## src/rtl/arb_mux_pkg.sv

```systemverilog
`default_nettype none
// ============================================================================
// Module  : arb_mux_pkg
// Brief   : Default sizing constants and the channel-index width helper.
// Rev     : 1.0  initial release
// ============================================================================
package arb_mux_pkg;

    localparam int ARB_MUX_WIDTH    = 16;
    localparam int ARB_MUX_CHANNELS = 8;

    // Smallest w with 2**w >= n, same result as $clog2 for n >= 1.
    function automatic int sel_width(input int n);
        int w;
        w = 0;
        while ((1 << w) < n) w++;
        return w;
    endfunction

endpackage
`default_nettype wire

```

## src/rtl/arb_mux_rr_arbiter.sv

```systemverilog
`default_nettype none
// ============================================================================
// Module  : rr_arbiter
// Brief   : Combinational rotating-priority arbiter; ptr names the first
//           channel searched, wrapping modulo CHANNELS.
// Rev     : 1.0  initial release
// ============================================================================
module rr_arbiter
    import arb_mux_pkg::*;
#(
    parameter int CHANNELS = ARB_MUX_CHANNELS,
    parameter int SELW     = sel_width(CHANNELS)
) (
    input  logic [CHANNELS-1:0] req,
    input  logic [SELW-1:0]     ptr,
    output logic [CHANNELS-1:0] grant,
    output logic [SELW-1:0]     grant_idx,
    output logic                grant_vld
);

    // One spare bit so ptr + k never overflows before the modulo fold.
    logic [SELW:0] w_idx;

    always_comb begin
        grant_vld = 1'b0;
        grant_idx = '0;
        w_idx     = '0;
        for (int k = 0; k < CHANNELS; k++) begin
            w_idx = {1'b0, ptr} + (SELW+1)'(k);
            if (w_idx >= (SELW+1)'(CHANNELS)) begin
                w_idx = w_idx - (SELW+1)'(CHANNELS);
            end
            if (!grant_vld && req[w_idx[SELW-1:0]]) begin
                grant_vld = 1'b1;
                grant_idx = w_idx[SELW-1:0];
            end
        end
        grant = grant_vld ? (CHANNELS'(1) << grant_idx) : '0;
    end

endmodule
`default_nettype wire

```

## src/rtl/arb_mux.sv

```systemverilog
`default_nettype none
// ============================================================================
// Module  : arb_mux
// Brief   : N-to-1 arbitrated mux with a single-entry registered output.
//           Define ARB_MUX_FIXED_PRIO_EN for fixed lowest-index priority
//           instead of round-robin.
// Rev     : 1.0  initial release
// ============================================================================
module arb_mux
    import arb_mux_pkg::*;
#(
    parameter  int WIDTH    = ARB_MUX_WIDTH,
    parameter  int CHANNELS = ARB_MUX_CHANNELS,
    localparam int SELW     = $clog2(CHANNELS)
) (
    input  logic                      clk,
    input  logic                      rst,
    input  logic [CHANNELS*WIDTH-1:0] in_data,
    input  logic [CHANNELS-1:0]       in_valid,
    output logic [CHANNELS-1:0]       in_ready,
    output logic [WIDTH-1:0]          out_data,
    output logic [SELW-1:0]           out_sel,
    output logic                      out_valid,
    input  logic                      out_ready
);

    logic                w_ld;
    logic                w_any;
    logic [CHANNELS-1:0] w_grant;
    logic [SELW-1:0]     w_gidx;
    logic [SELW-1:0]     w_ptr;
    logic [WIDTH-1:0]    w_gdata;

    logic [WIDTH-1:0]    r_out_data;
    logic [SELW-1:0]     r_out_sel;
    logic                r_out_valid;

    assign w_ld = !r_out_valid || out_ready;

`ifdef ARB_MUX_FIXED_PRIO_EN
    assign w_ptr = '0;
`else
    logic [SELW-1:0] r_ptr;

    assign w_ptr = r_ptr;

    // Explicit wrap so non-power-of-two channel counts return to 0.
    always_ff @(posedge clk) begin
        if (rst) begin
            r_ptr <= '0;
        end else if (w_ld && w_any) begin
            r_ptr <= (w_gidx == SELW'(CHANNELS-1)) ? '0 : w_gidx + 1'b1;
        end
    end
`endif

    rr_arbiter #(
        .CHANNELS (CHANNELS),
        .SELW     (SELW)
    ) u_arb (
        .req       (in_valid),
        .ptr       (w_ptr),
        .grant     (w_grant),
        .grant_idx (w_gidx),
        .grant_vld (w_any)
    );

    always_comb begin
        w_gdata = '0;
        for (int i = 0; i < CHANNELS; i++) begin
            if (w_gidx == SELW'(i)) w_gdata = in_data[i*WIDTH +: WIDTH];
        end
    end

    assign in_ready = (w_ld && !rst) ? w_grant : '0;

    always_ff @(posedge clk) begin
        if (rst) begin
            r_out_valid <= 1'b0;
            r_out_data  <= '0;
            r_out_sel   <= '0;
        end else if (w_ld) begin
            r_out_valid <= w_any;
            if (w_any) begin
                r_out_data <= w_gdata;
                r_out_sel  <= w_gidx;
            end
        end
    end

    assign out_data  = r_out_data;
    assign out_sel   = r_out_sel;
    assign out_valid = r_out_valid;

endmodule
`default_nettype wire
```

## config.mk

```make
export PLATFORM = sky130hd
export DESIGN_NAME = arb_mux
export DESIGN_NICKNAME = d
export VERILOG_FILES = /design/src/rtl/arb_mux_pkg.sv /design/src/rtl/arb_mux_rr_arbiter.sv /design/src/rtl/arb_mux.sv
export SDC_FILE = /design/constraint.sdc
export NUM_CORES = 1
export LEC_CHECK = 0
export ABC_AREA = 1
export CORE_UTILIZATION = 46
export CTS_CLUSTER_SIZE = 8
export DETAILED_ROUTE_END_ITERATION = 10
export PLACE_DENSITY = 0.89
export SLEW_MARGIN = 20
export SYNTH_ARGS = -nofsm -noshare
export SYNTH_HDL_FRONTEND = slang
export SYNTH_SLANG_ARGS = --single-unit
```

## constraint.sdc

```tcl
create_clock -name clk -period 6.1 [get_ports clk]
set_input_delay 0.61 -clock clk [delete_from_list [all_inputs] [get_ports clk]]
set_output_delay 0.61 -clock clk [all_outputs]
set_load 0.02 [all_outputs]
```

==> metrics.yaml, run 1 <==
fillers: 665
vias: 4669
endpoint: "in_ready[7]"
r2r-end: "out_data[2]$_SDFFE_PP0P_"
worst_pin_slew_ns: 0.627
start_kind: "register"
syn2layout_area_growth_pct: 47.3
cts.sink_count: 23
maxCapViolations: 0
dieArea_sq_mm: 0.00790
syn-num-nets: 786
start_util: 0.476
path_max_fanout: 19
r2r-start: "r_ptr[0]$_SDFFE_PP0P_"
nets: 922
worstSetupPathType: "register to primary output"
core-area_sq_mm: 0.00729
synthAdderAreaFrac: 0.0288
hold_viol: 0
avgRoutedWirePerCell_um: 14.1
route.antenna.remaining_nets: 0
synth.ff_latch_count: 23
clockRootBuffer: "clkbuf_8"
cts_buffers: 3
via_per_inst: 5.35
hold_class: "register to register"
drive_gt1_frac: 0.0775
clk_pin_slew_worst_paths_ns: 0.09
grt_pass1_vias: 4161
synth.distinct_cells: 37
status: "completed"
fmax_mhz: 180
synth_mux_area_frac: 0
synth_top_family_by_area: "simple AND/OR/NAND/NOR gates"
setup_viol: 0
grt_pass1_wl_um: 19000
gp_congestion: 1.07
rsz0062_at_grt: "false"
drcViolationCount: 0
async_flop_share: 0
layout_commonest_cell: "clkdlybuf4s50_1"
finalMaxSlewViolations: 0
synth_edf_count: 0
endpoint_kind: "primary output"
yosys_warnings: 0
overflow: 0
drt_pass1_iterations: 5
setup_tns_ns: 0
clockBufferDepth: 2
seq_area_frac_synth: 0.133
drt_wl_total_um: 12300
fin_crit_sh: 0.908
relSlewSlack: 0.578
syn_area_sq_mm: 0.00347
num_antenna_cells: 0
tritoncts: "built"
reg2reg_slack_ns: 1.56
clk-insertion-delay-late_ns: 0.27
rows: 31
synthXorXnorAreaFrac: 0.0123
grt_max_degree: 50
port_buffers: 166
hp-start: "out_sel[2]$_SDFFE_PP0P_"
die_w_um: 88.9
critPathLaunch: "r_ptr[0]$_SDFFE_PP0P_"
stdcell_count: 873
skew_ns: 0.00139
syn_avg_cell_area_sq_um: 5.43
layout_common_cells: "clkdlybuf4s50_1, nand2_1, inv_1"
io_pins: 167
fin_crit_ns: 5.54
cp.arrival_ns: 4.93
synth_compound_area_frac: 0.179
required_ns: 5.49
synth-simple-area-share: 0.437
htreeDepth: 1
antenna_found_initial: 0
post-place-cells: 869
synth_top_flop_cell: "dfxtp_1"
drtIter0Drc: 280
cts_setup_buffers: 0
reg2reg_depth: 26
globalRouteTotalUtil: 0.306
synth_cells: 639
die_h_um: 88.9
dpl.hpwl_um: 9730
[cell usage after synthesis, types with 2 or more instances]
cell	number	area, sq um
ha_1	8	100
nand4_1	51	319
clkbuf_1	15	56.3
buf_4	3	22.5
a22oi_1	2	15.0
nor2_1	39	146
nand2_4	3	33.8
nand3_2	3	30.0
buf_6	9	101
o21ai_0	36	180
xnor2_1	2	17.5
dfxtp_1	23	460
nand3_1	58	290
buf_2	11	55.1
nand2_1	162	608
a21oi_1	53	265
inv_1	98	368
clkinv_1	3	11.3
buf_1	5	18.8
inv_2	20	75.1
o21ai_2	9	78.8
nor2_4	3	33.8
o21ai_1	9	45.0
[how the worst min path moves through the flow]
| stage | endpoint | slack (ns) | depth (start not counted) |
|---|---|---|---|
| 5_1_grt | out_sel[2]$_SDFFE_PP0P_ | 0.56 | 2 |
| 2_1_floorplan | r_ptr[1]$_SDFFE_PP0P_ | 0.59 | 3 |
| 3_3_place_gp | out_sel[2]$_SDFFE_PP0P_ | 0.49 | 2 |
| 6_report | out_sel[2]$_SDFFE_PP0P_ | 0.52 | 2 |
| 4_1_cts | out_sel[2]$_SDFFE_PP0P_ | 0.53 | 2 |
| 3_5_place_dp | out_sel[2]$_SDFFE_PP0P_ | 0.50 | 2 |
[layout make-up]
cell class / instances / area (sq um) / share of cell area
Multi-Input combinational cell: 450 / 2290 / 0.447
Inverter: 122 / 464 / 0.0908
Tap cell: 99 / 124 / 0.0242
Clock buffer: 3 / 41.3 / 0.00807
Sequential cell: 23 / 460 / 0.0900
Clock inverter: 1 / 7.51 / 0.00147
Timing Repair Buffer: 175 / 1730 / 0.338
[kinds of logic (layout without fill, tap and decap cells)]
group,after synthesis,count (layout)
and+or+nand+nor,324,324
buffers and inverters,166,301
AOI/OAI and AO/OA,114,114
DFF,23,23
adders and majority gates,8,8
xor gates and xnor gates,4,4
[per-stage QoR]
| step | worst slack [ns] | cell area (sq um) | hold WS [ns] | utilization |
|---|---|---|---|---|
| floorplan | 1.92 | 3470 | 0.587 | - |
| global placement | 0.759 | 5060 | 0.485 | 0.694 |
| detailed placement | 0.607 | 5060 | 0.498 | 0.694 |
| CTS | 0.301 | 5110 | 0.525 | 0.700 |
| global route | 0.201 | 5110 | 0.563 | 0.701 |
| finish | 0.559 | 5110 | 0.518 | 0.701 |
[registers in the layout, summed over array words and instances (netlist names)]
name,count
out_sel,3
out_data,16
out_valid,1
r_ptr,3
[worst max-delay path, stage by stage, from the launching register on]
cell and delay [ns]:
dfxtp_1 0.62, inv_2 0.16, ha_1 0.46, inv_1 0.14
nand3_1 0.13, nand3_1 0.10, nand2_1 0.14, nor2_4 0.07
nand2_1 0.08, nor2_1 0.06, nand3_1 0.06, inv_1 0.06
nor3_1 0.16, inv_1 0.07, o31ai_1 0.53, inv_1 0.17
ha_1 0.26, ha_1 0.18, buf_4 0.20, inv_1 0.33
nor2_1 0.11, clkdlybuf4s50_1 0.55
[layer usage]
| metal | routed length (um) | vias to the layer above | track usage |
|---|---|---|---|
| met2 | 6060 | 200 | 0.527 |
| li1 | - | 2329 | - |
| met1 | 5040 | 2106 | 0.385 |
| met4 | 486 | 0 | 0.129 |
| met5 | 0 | - | 0 |
| met3 | 745 | 34 | 0.0345 |
[repair_timing]
| item | CTS | global route |
|---|---|---|
| hold buffers | 0 | 0 |
| endpoints found under the setup margin | 0 | 1 |
| resized for setup | 0 | 2 |
Power of run 1 is left out: the tool's default activity adds up to more than one toggle a clock period on the data nets, which glitch-free logic cannot reach.
==> run 2, diff against run 1 <==
--- a/config.mk
+++ b/config.mk
@@ -10,6 +10,8 @@
 export CTS_CLUSTER_SIZE = 8
 export DETAILED_ROUTE_END_ITERATION = 10
 export PLACE_DENSITY = 0.89
+export SKIP_CTS_REPAIR_TIMING = 1
+export SKIP_LAST_GASP = 1
 export SLEW_MARGIN = 20
 export SYNTH_ARGS = -nofsm -noshare
 export SYNTH_HDL_FRONTEND = slang
==> results of run 2 <==
Final layout, timing and power as in run 1 (identical DEF).
Power of run 2 is left out for the same reason.
==> run 3, diff against run 2 <==
--- a/config.mk
+++ b/config.mk
@@ -6,9 +6,11 @@
 export NUM_CORES = 1
 export LEC_CHECK = 0
 export ABC_AREA = 1
+export CORE_MARGIN = 3
 export CORE_UTILIZATION = 46
 export CTS_CLUSTER_SIZE = 8
 export DETAILED_ROUTE_END_ITERATION = 10
+export GPL_ROUTABILITY_DRIVEN = 1
 export PLACE_DENSITY = 0.89
 export SKIP_CTS_REPAIR_TIMING = 1
 export SKIP_LAST_GASP = 1
==> metrics.yaml, run 3 (synthesized netlist as in run 1, its figures left out) <==
core-area_sq_mm: 0.00729
num_antenna_cells: 0
antenna_found_initial: 0
worst_pin_slew_ns: 0.604
layout_common_cells: "clkdlybuf4s50_1, nand2_1, inv_1"
skew_ns: 0.00446
drcViolationCount: 0
grt_pass1_vias: 4402
crit_family: "buffers and inverters"
cpMaxStageDelayCell: "clkdlybuf4s50_1"
htreeDepth: 1
critPathBufInv: 5
grt_pass1_wl_um: 20700
clockRootBuffer: "clkbuf_8"
tritoncts: "built"
hold_class: "register to register"
start_util: 0.476
holdWs_ns: 0.539
fin_crit_sh: 0.904
dieArea_sq_mm: 0.00863
layout_commonest_cell: "clkdlybuf4s50_1"
required_ns: 5.49
setup_tns_ns: 0
path_max_fanout: 17
route.antenna.remaining_nets: 0
worstSetupPathType: "register to primary output"
globalRouteTotalUtil: 0.292
rsz0062_at_grt: "false"
cp.arrival_ns: 4.90
hold_viol: 0
cts_buffers: 3
drt_wl_total_um: 12900
vias: 4633
via_per_inst: 5.31
clk-insertion-delay-late_ns: 0.27
rows: 31
fmax_mhz: 181
start_kind: "register"
io_pins: 167
relSlewSlack: 0.594
overflow: 0
fin_crit_ns: 5.51
critPathMaxStageDelay_ns: 0.62
dpl.hpwl_um: 10400
finalMaxSlewViolations: 0
largest_register_ffs: 16
reg2reg_depth: 24
crit_chain: "inv_2 -> ha_1 -> inv_1 -> nand3_1 -> nand3_1 -> nand2_1 -> nor2_4 -> nand4_2 -> nor2_4 -> o21ai_0 -> o22ai_1 -> inv_1 -> a22oi_1 -> ha_1 -> ha_2 -> clkinvlp_4 -> nor2_1 -> clkdlybuf4s50_1"
nets: 922
status: "completed"
clk_pin_slew_worst_paths_ns: 0.09
clockBufferDepth: 2
die_h_um: 92.9
syn2layout_area_growth_pct: 47.3
avgRoutedWirePerCell_um: 14.8
drt_pass1_iterations: 5
cp_num_cells: 18
die_w_um: 92.9
drive_gt1_frac: 0.0775
grt_max_degree: 50
port_buffers: 166
maxCapViolations: 0
drtIter0Drc: 354
endpoint_kind: "primary output"
hold_depth: 2
cts.sink_count: 23
setup_viol: 0
gp_congestion: 0.949
## run 3: worst min-delay path: stages, from the launching register on
cell	delay (ns)
dfxtp_1	0.35
o211ai_1	0.10
inv_1	0.06
## run 3: routing by layer
layer | up-vias | part of all wire | global-route usage
met1 | 2063 | 0.40 | 0.370
met2 | 206 | 0.50 | 0.509
met5 | - | 0 | 0
met3 | 34 | 0.065 | 0.0382
li1 | 2330 | - | -
met4 | 0 | 0.033 | 0.0928
## run 3: worst paths after layout
check	startpoint	to	slack [ns]
max	r_ptr[0]$_SDFFE_PP0P_	in_ready[3]	0.59
min	out_sel[2]$_SDFFE_PP0P_	out_sel[2]$_SDFFE_PP0P_	0.54
max reg2reg	r_ptr[0]$_SDFFE_PP0P_	out_data[2]$_SDFFE_PP0P_	1.54
min reg2reg	out_sel[2]$_SDFFE_PP0P_	out_sel[2]$_SDFFE_PP0P_	0.54
## run 3: through the flow
step | utilization | worst slack (ns) | instances | cell area (sq um)
after CTS | 0.700 | 0.227 | 873 | 5110
after global routing | 0.701 | 0.154 | 873 | 5110
after global placement | 0.694 | 0.686 | 869 | 5060
final | 0.701 | 0.587 | 873 | 5110
after floorplan | - | 1.92 | 639 | 3470
after detailed placement | 0.694 | 0.538 | 869 | 5060
## run 3: final cells by class
class | count | area, sq um
repair buffers | 175 | 1730
well taps | 99 | 124
inverters | 122 | 464
flip-flops and latches | 23 | 460
clock buffers | 3 | 41.3
multi-input cells | 450 | 2290
fillers | 690 | 2180
clock inverters | 1 | 7.51
Power of run 3 is left out for the same reason.
==> variant 1: new RTL, flow settings as in run 1 <==
Set the package constant `ARB_MUX_CHANNELS` to 16 (it was 8).
--- a/src/rtl/arb_mux_pkg.sv
+++ b/src/rtl/arb_mux_pkg.sv
@@ -7,7 +7,7 @@
 package arb_mux_pkg;
 
     localparam int ARB_MUX_WIDTH    = 16;
-    localparam int ARB_MUX_CHANNELS = 8;
+    localparam int ARB_MUX_CHANNELS = 16;
 
     // Smallest w with 2**w >= n, same result as $clog2 for n >= 1.
     function automatic int sel_width(input int n);
Ports: changed (resized in_data, in_ready, in_valid and out_sel); port bits go from 167 to 312. No check against the original RTL was run, so the function may have changed too.
==> variant 1 against run 1 <==
Cell area is 80% higher; count of clock-buffer cells in the layout stayed put; sequential cell count is 2 higher; first-iteration DRC count grew to 3.3 times the old value; fmax is 2.7% lower; area after synthesis is 67% higher; worst setup slack worse by 0.15 ns; critical path depth is 2 higher; routed wire length is 120% higher; non-clock buffer count is 166 higher; final cell count is 87% higher.
Power is left out: the tool's default activity adds up to more than one toggle a clock period on the data nets, which glitch-free logic cannot reach.
==> variant 1: results (changes against run 1) <==
run_status:
  run_status: "completed"  # unchanged
cells_and_area:
  num-nets-final: 1754  # was 922
  drive_above_1_share: 0.0601  # was 0.0775
  largest_reg_flops: 16  # unchanged
  antenna_cells: 0  # unchanged
worst_setup_path:
  critical_path_arrival_ns: 5.09  # was 4.93 ns
  cp_top_family: "simple AND/OR/NAND/NOR gates"  # was buffers and inverters
  cp_slowest_stage_delay_ns: 0.55  # was 0.62 ns
  cp_slowest_cell: "clkdlybuf4s50_1"  # was dfxtp_1
  critPathMaxFanout: 18  # was 19
drt:
  drtIter0Drc: 923  # was 280
  routedWlPerCell_microns: 16.5  # was 14.1 microns
  vias: 8998  # was 4,669
  first_pass_iters: 6  # was 5
  via_per_inst: 5.51  # was 5.35
yosys:
  ys_types: 44  # was 37
  yosys_warnings: 0  # unchanged
  synthTopCellsByArea: "nand2_1, nand3_1, nor2_1"  # was nand2_1, dfxtp_1, inv_1
  synthCells: 1177  # was 639
  synth_common_cells: "nand2_1, nor2_1, nand3_1"  # was nand2_1, inv_1, nand3_1
  ys.flop_type: "dfxtp_1"  # unchanged
  synth_nets: 1465  # was 786
  ys_seq_area_frac: 0.0861  # was 0.133
  synth_async_sr_flop_share: 0  # unchanged
min_path:
  min_path_type: "reg2reg"  # unchanged
clock_network:
  root_buffer: "clkbuf_16"  # was clkbuf_8
  cts.path.max_buffers: 2  # unchanged
  htree_levels: 1  # unchanged
  numCtsBuffers: 3  # unchanged
  clk_pin_slew_ns: 0.07  # was 0.09 ns
  clk_latency_ns: 0.26
global_route:
  grt_use_total: 0.407  # was 0.306
  antenna_found_initial: 0  # unchanged
  grt_max_degree: 37  # was 50
  grt_pass1_wl_microns: 41500  # was 19,000 microns
  grt_pass1_vias: 8241  # was 4,161
sta:
  fin_skew_ns: 0.00850  # was 0.00139 ns
  maxSlewHeadroom: 0.497  # was 0.578
placement:
  hpwl_microns: 22000  # was 9730 microns
  dpl.cell_count: 1628  # was 869
  io_buffers: 311  # was 166
  gp_congestion: 1.07  # about the same
  place_area_sq_um: 9090  # was 5060 sq um
job:
  max_cap_violations: 0  # unchanged
[variant 1: final cells by class]
| type | count | area [sq um] |
|---|---|---|
| clock inverters | 1 | 7.51 |
| well taps | 168 | 210 |
| multi-input cells | 982 | 4610 |
| flip-flops and latches | 25 | 502 |
| fillers | 1022 | 2970 |
| inverters | 113 | 445 |
| repair buffers | 341 | 3340 |
| clock buffers | 3 | 75.1 |
[variant 1: layer usage]
layer | global-route usage | vias up | wire length (microns)
met1 | 0.516 | 3946 | 10400
met4 | 0.169 | 0 | 1250
li1 | - | 4371 | -
met3 | 0.0704 | 88 | 3020
met5 | 0 | - | 0
met2 | 0.680 | 593 | 12400
[variant 1: repair_timing]
item / CTS / global route
endpoints found under the hold margin: 0 / 0
endpoints found under the setup margin: 0 / 8
setup buffers: 0 / 1
resized for setup: 0 / 7
[variant 1: path summary, 6_finish.rpt]
check / from / endpoint / slack [ns] / cells past startpoint
setup reg to reg: r_ptr[0]$_SDFFE_PP0P_ / out_data[15]$_SDFFE_PP0P_ / 0.67 / 34
setup / recovery: r_ptr[0]$_SDFFE_PP0P_ / in_ready[5] / 0.40 / 23
hold / removal: out_data[12]$_SDFFE_PP0P_ / out_data[12]$_SDFFE_PP0P_ / 0.47 / 2
hold reg to reg: out_data[12]$_SDFFE_PP0P_ / out_data[12]$_SDFFE_PP0P_ / 0.47 / 2
[variant 1: worst reg2reg max path: cells and delay by family (launching register included)]
family                   cells  cell delay [ns]
AO/OA/AOI/OAI                2             0.46
flip-flops                   1             0.39
adder cells (fa/ha/maj)      2             0.63
AND/OR/NAND/NOR             26             3.20
buffers and inverters        4             0.65
[variant 1: cell families after synthesis]
logic type      share of synthesized area
simple gates                        0.609
compound gates                      0.136
flops                              0.0861
fa+ha+maj                          0.0280
buf+inv                             0.122
xor+xnor                           0.0189
[variant 1: stage by stage]
step                worst slack, ns   util
floorplan                      1.27      -
global placement              0.719  0.747
detailed placement            0.602  0.747
CTS                           0.303  0.754
global route                 0.0242  0.756
finish                        0.405  0.756
==> variant 2: new RTL, config.mk and constraints of run 1 <==
Made on the original files. Reset style: asynchronous (`rst`), changed in 2 clocked blocks.
--- a/src/rtl/arb_mux.sv
+++ b/src/rtl/arb_mux.sv
@@ -45,7 +45,7 @@
     assign w_ptr = r_ptr;
 
     // Explicit wrap so non-power-of-two channel counts return to 0.
-    always_ff @(posedge clk) begin
+    always_ff @(posedge clk or posedge rst) begin
         if (rst) begin
             r_ptr <= '0;
         end else if (w_ld && w_any) begin
@@ -74,7 +74,7 @@
 
     assign in_ready = (w_ld && !rst) ? w_grant : '0;
 
-    always_ff @(posedge clk) begin
+    always_ff @(posedge clk or posedge rst) begin
         if (rst) begin
             r_out_valid <= 1'b0;
             r_out_data  <= '0;
Behaviour: differs if rst is asserted again (counterexample within 4 cycles, from zero or initial values and one cycle with rst high); with rst held inactive, the same outputs for 10 cycles.
==> variant 2 against run 1 <==
Routed wire length grew 3.2%; fmax shrank 4.7%; sequential cell count is the same; largest cell class unchanged; worst setup slack lost 0.27 ns; cell area shrank 2.2%; critical path type unchanged; area after synthesis shrank 3.9%.
Power is not shown: default switching activity piles up to over one toggle a cycle in this logic, so the estimate is an artifact.
==> variant 2: results (changes against run 1) <==
clock_network:
  clk_pin_slew_ns: 0.08
  numCtsBuffers: 3  # unchanged
  htree_levels: 1  # unchanged
  root_buffer: "clkbuf_8"  # unchanged
run_status:
  run_status: "completed"  # unchanged
global_route:
  antenna_found_initial: 0  # unchanged
  grt_pass1_vias: 4238  # was 4,161
  grt_max_degree: 43  # was 50
  grt_pass1_wl_microns: 19700  # was 19,000 microns
  grt_use_total: 0.333  # was 0.306
drt:
  first_pass_iters: 7  # was 5
  wl_microns: 12700  # was 12,300 microns
  via_per_inst: 5.48  # was 5.35
  drtIter0Drc: 371  # was 280
yosys:
  ys_types: 35  # was 37
  synth_nets: 744  # was 786
  ys.flop_type: "dfrtp_1"  # was dfxtp_1
  synthTopCellsByArea: "nand2_1, dfrtp_1, nand3_1"  # was nand2_1, dfxtp_1, inv_1
  synth_common_cells: "nand2_1, nand3_1, inv_1"  # was nand2_1, inv_1, nand3_1
  synth_async_sr_flop_share: 1.00  # was 0
  ys_seq_area_frac: 0.173  # was 0.133
sta:
  maxSlewHeadroom: 0.369  # was 0.578
  fin_skew_ns: 0.00385  # was 0.00139 ns
min_path:
  min_path_type: "reg2reg"  # unchanged
  worstHoldPathCells: 2  # unchanged
  hp-start: "out_sel[1]$_DFFE_PP0P_"  # was out_sel[2]$_SDFFE_PP0P_
placement:
  io_buffers: 166  # unchanged
  dp_slack_ns: 0.764  # was 0.607 ns
  hpwl_microns: 10200  # was 9730 microns
  gp_congestion: 1.04  # was 1.07
cells_and_area:
  largest_reg_flops: 16  # unchanged
  num-nets-final: 879  # was 922
  antenna_cells: 0  # unchanged
  fill_cells: 559  # was 665
  drive_above_1_share: 0.0424  # was 0.0775
worst_setup_path:
  reg2reg_depth: 20  # was 26
  critPathMaxFanout: 32  # was 19
  cp_slowest_cell: "clkdlybuf4s50_1"  # was dfxtp_1
  cp_top_family: "buffers and inverters"  # unchanged
  critical_path_arrival_ns: 5.21  # was 4.93 ns
  crit_start: "r_ptr[0]$_DFFE_PP0P_"  # was r_ptr[0]$_SDFFE_PP0P_
job:
  max_cap_violations: 0  # unchanged
[variant 2: per-stage QoR]
| stage | hold WS [ns] | instances | cell area (sq um) |
|---|---|---|---|
| 6_report | 0.493 | 827 | 5000 |
| 4_1_cts | 0.498 | 827 | 5000 |
| 5_1_grt | 0.530 | 827 | 5000 |
| 2_1_floorplan | 0.593 | 597 | 3340 |
| 3_5_place_dp | 0.477 | 823 | 4950 |
| 3_3_place_gp | 0.468 | 823 | 4950 |
[variant 2: final timing paths]
kind / end / slack, ns
max reg2reg: out_data[12]$_DFFE_PP0P_ / 1.22
max: in_ready[4] / 0.28
min reg2reg: out_sel[1]$_DFFE_PP0P_ / 0.49
min in group asynchronous: out_data[10]$_DFFE_PP0P_ / 0.86
max in group asynchronous: out_data[8]$_DFFE_PP0P_ / 4.67
min: out_sel[1]$_DFFE_PP0P_ / 0.49
[variant 2: worst reg2reg max path, stage by stage, from the launching register on]
cell	delay, ns
dfrtp_1	0.54
inv_2	0.19
ha_1	0.48
inv_1	0.16
nand3_1	0.13
nand2_1	0.09
o21ai_1	0.28
nor2_4	0.10
nand2_2	0.10
nor2_4	0.05
nand2_1	0.12
nor2_1	0.07
o41ai_1	0.29
o21ai_0	0.24
ha_1	0.28
ha_1	0.42
nor2_1	0.79
o21ai_0	0.30
inv_1	0.11
nand2_1	0.05
nand2_1	0.05
[variant 2: layer usage]
layer,global-route usage,up-vias,share of wire
met1,0.409,2056,0.39
li1,-,2179,-
met3,0.0578,38,0.081
met2,0.600,258,0.50
met4,0.0879,0,0.030
met5,0,-,0
[variant 2: layout make-up]
class | count | area [sq um] | share of cell area
multi-input cells | 441 | 2210 | 0.443
flip-flops and latches | 23 | 576 | 0.115
clock inverters | 1 | 5.00 | 0.00100
well taps | 96 | 120 | 0.0240
inverters | 92 | 345 | 0.0691
repair buffers | 171 | 1700 | 0.340
clock buffers | 3 | 41.3 | 0.00826
[variant 2: kinds of logic (layout without fill, tap and decap cells)]
group / after synthesis / in the layout / share of synthesized area
flops: 23 / 23 / 0.173
buf+inv: 133 / 267 / 0.165
xor+xnor: 4 / 4 / 0.0128
simple gates: 374 / 374 / 0.530
fa+ha+maj: 8 / 8 / 0.0300
compound gates: 55 / 55 / 0.0896
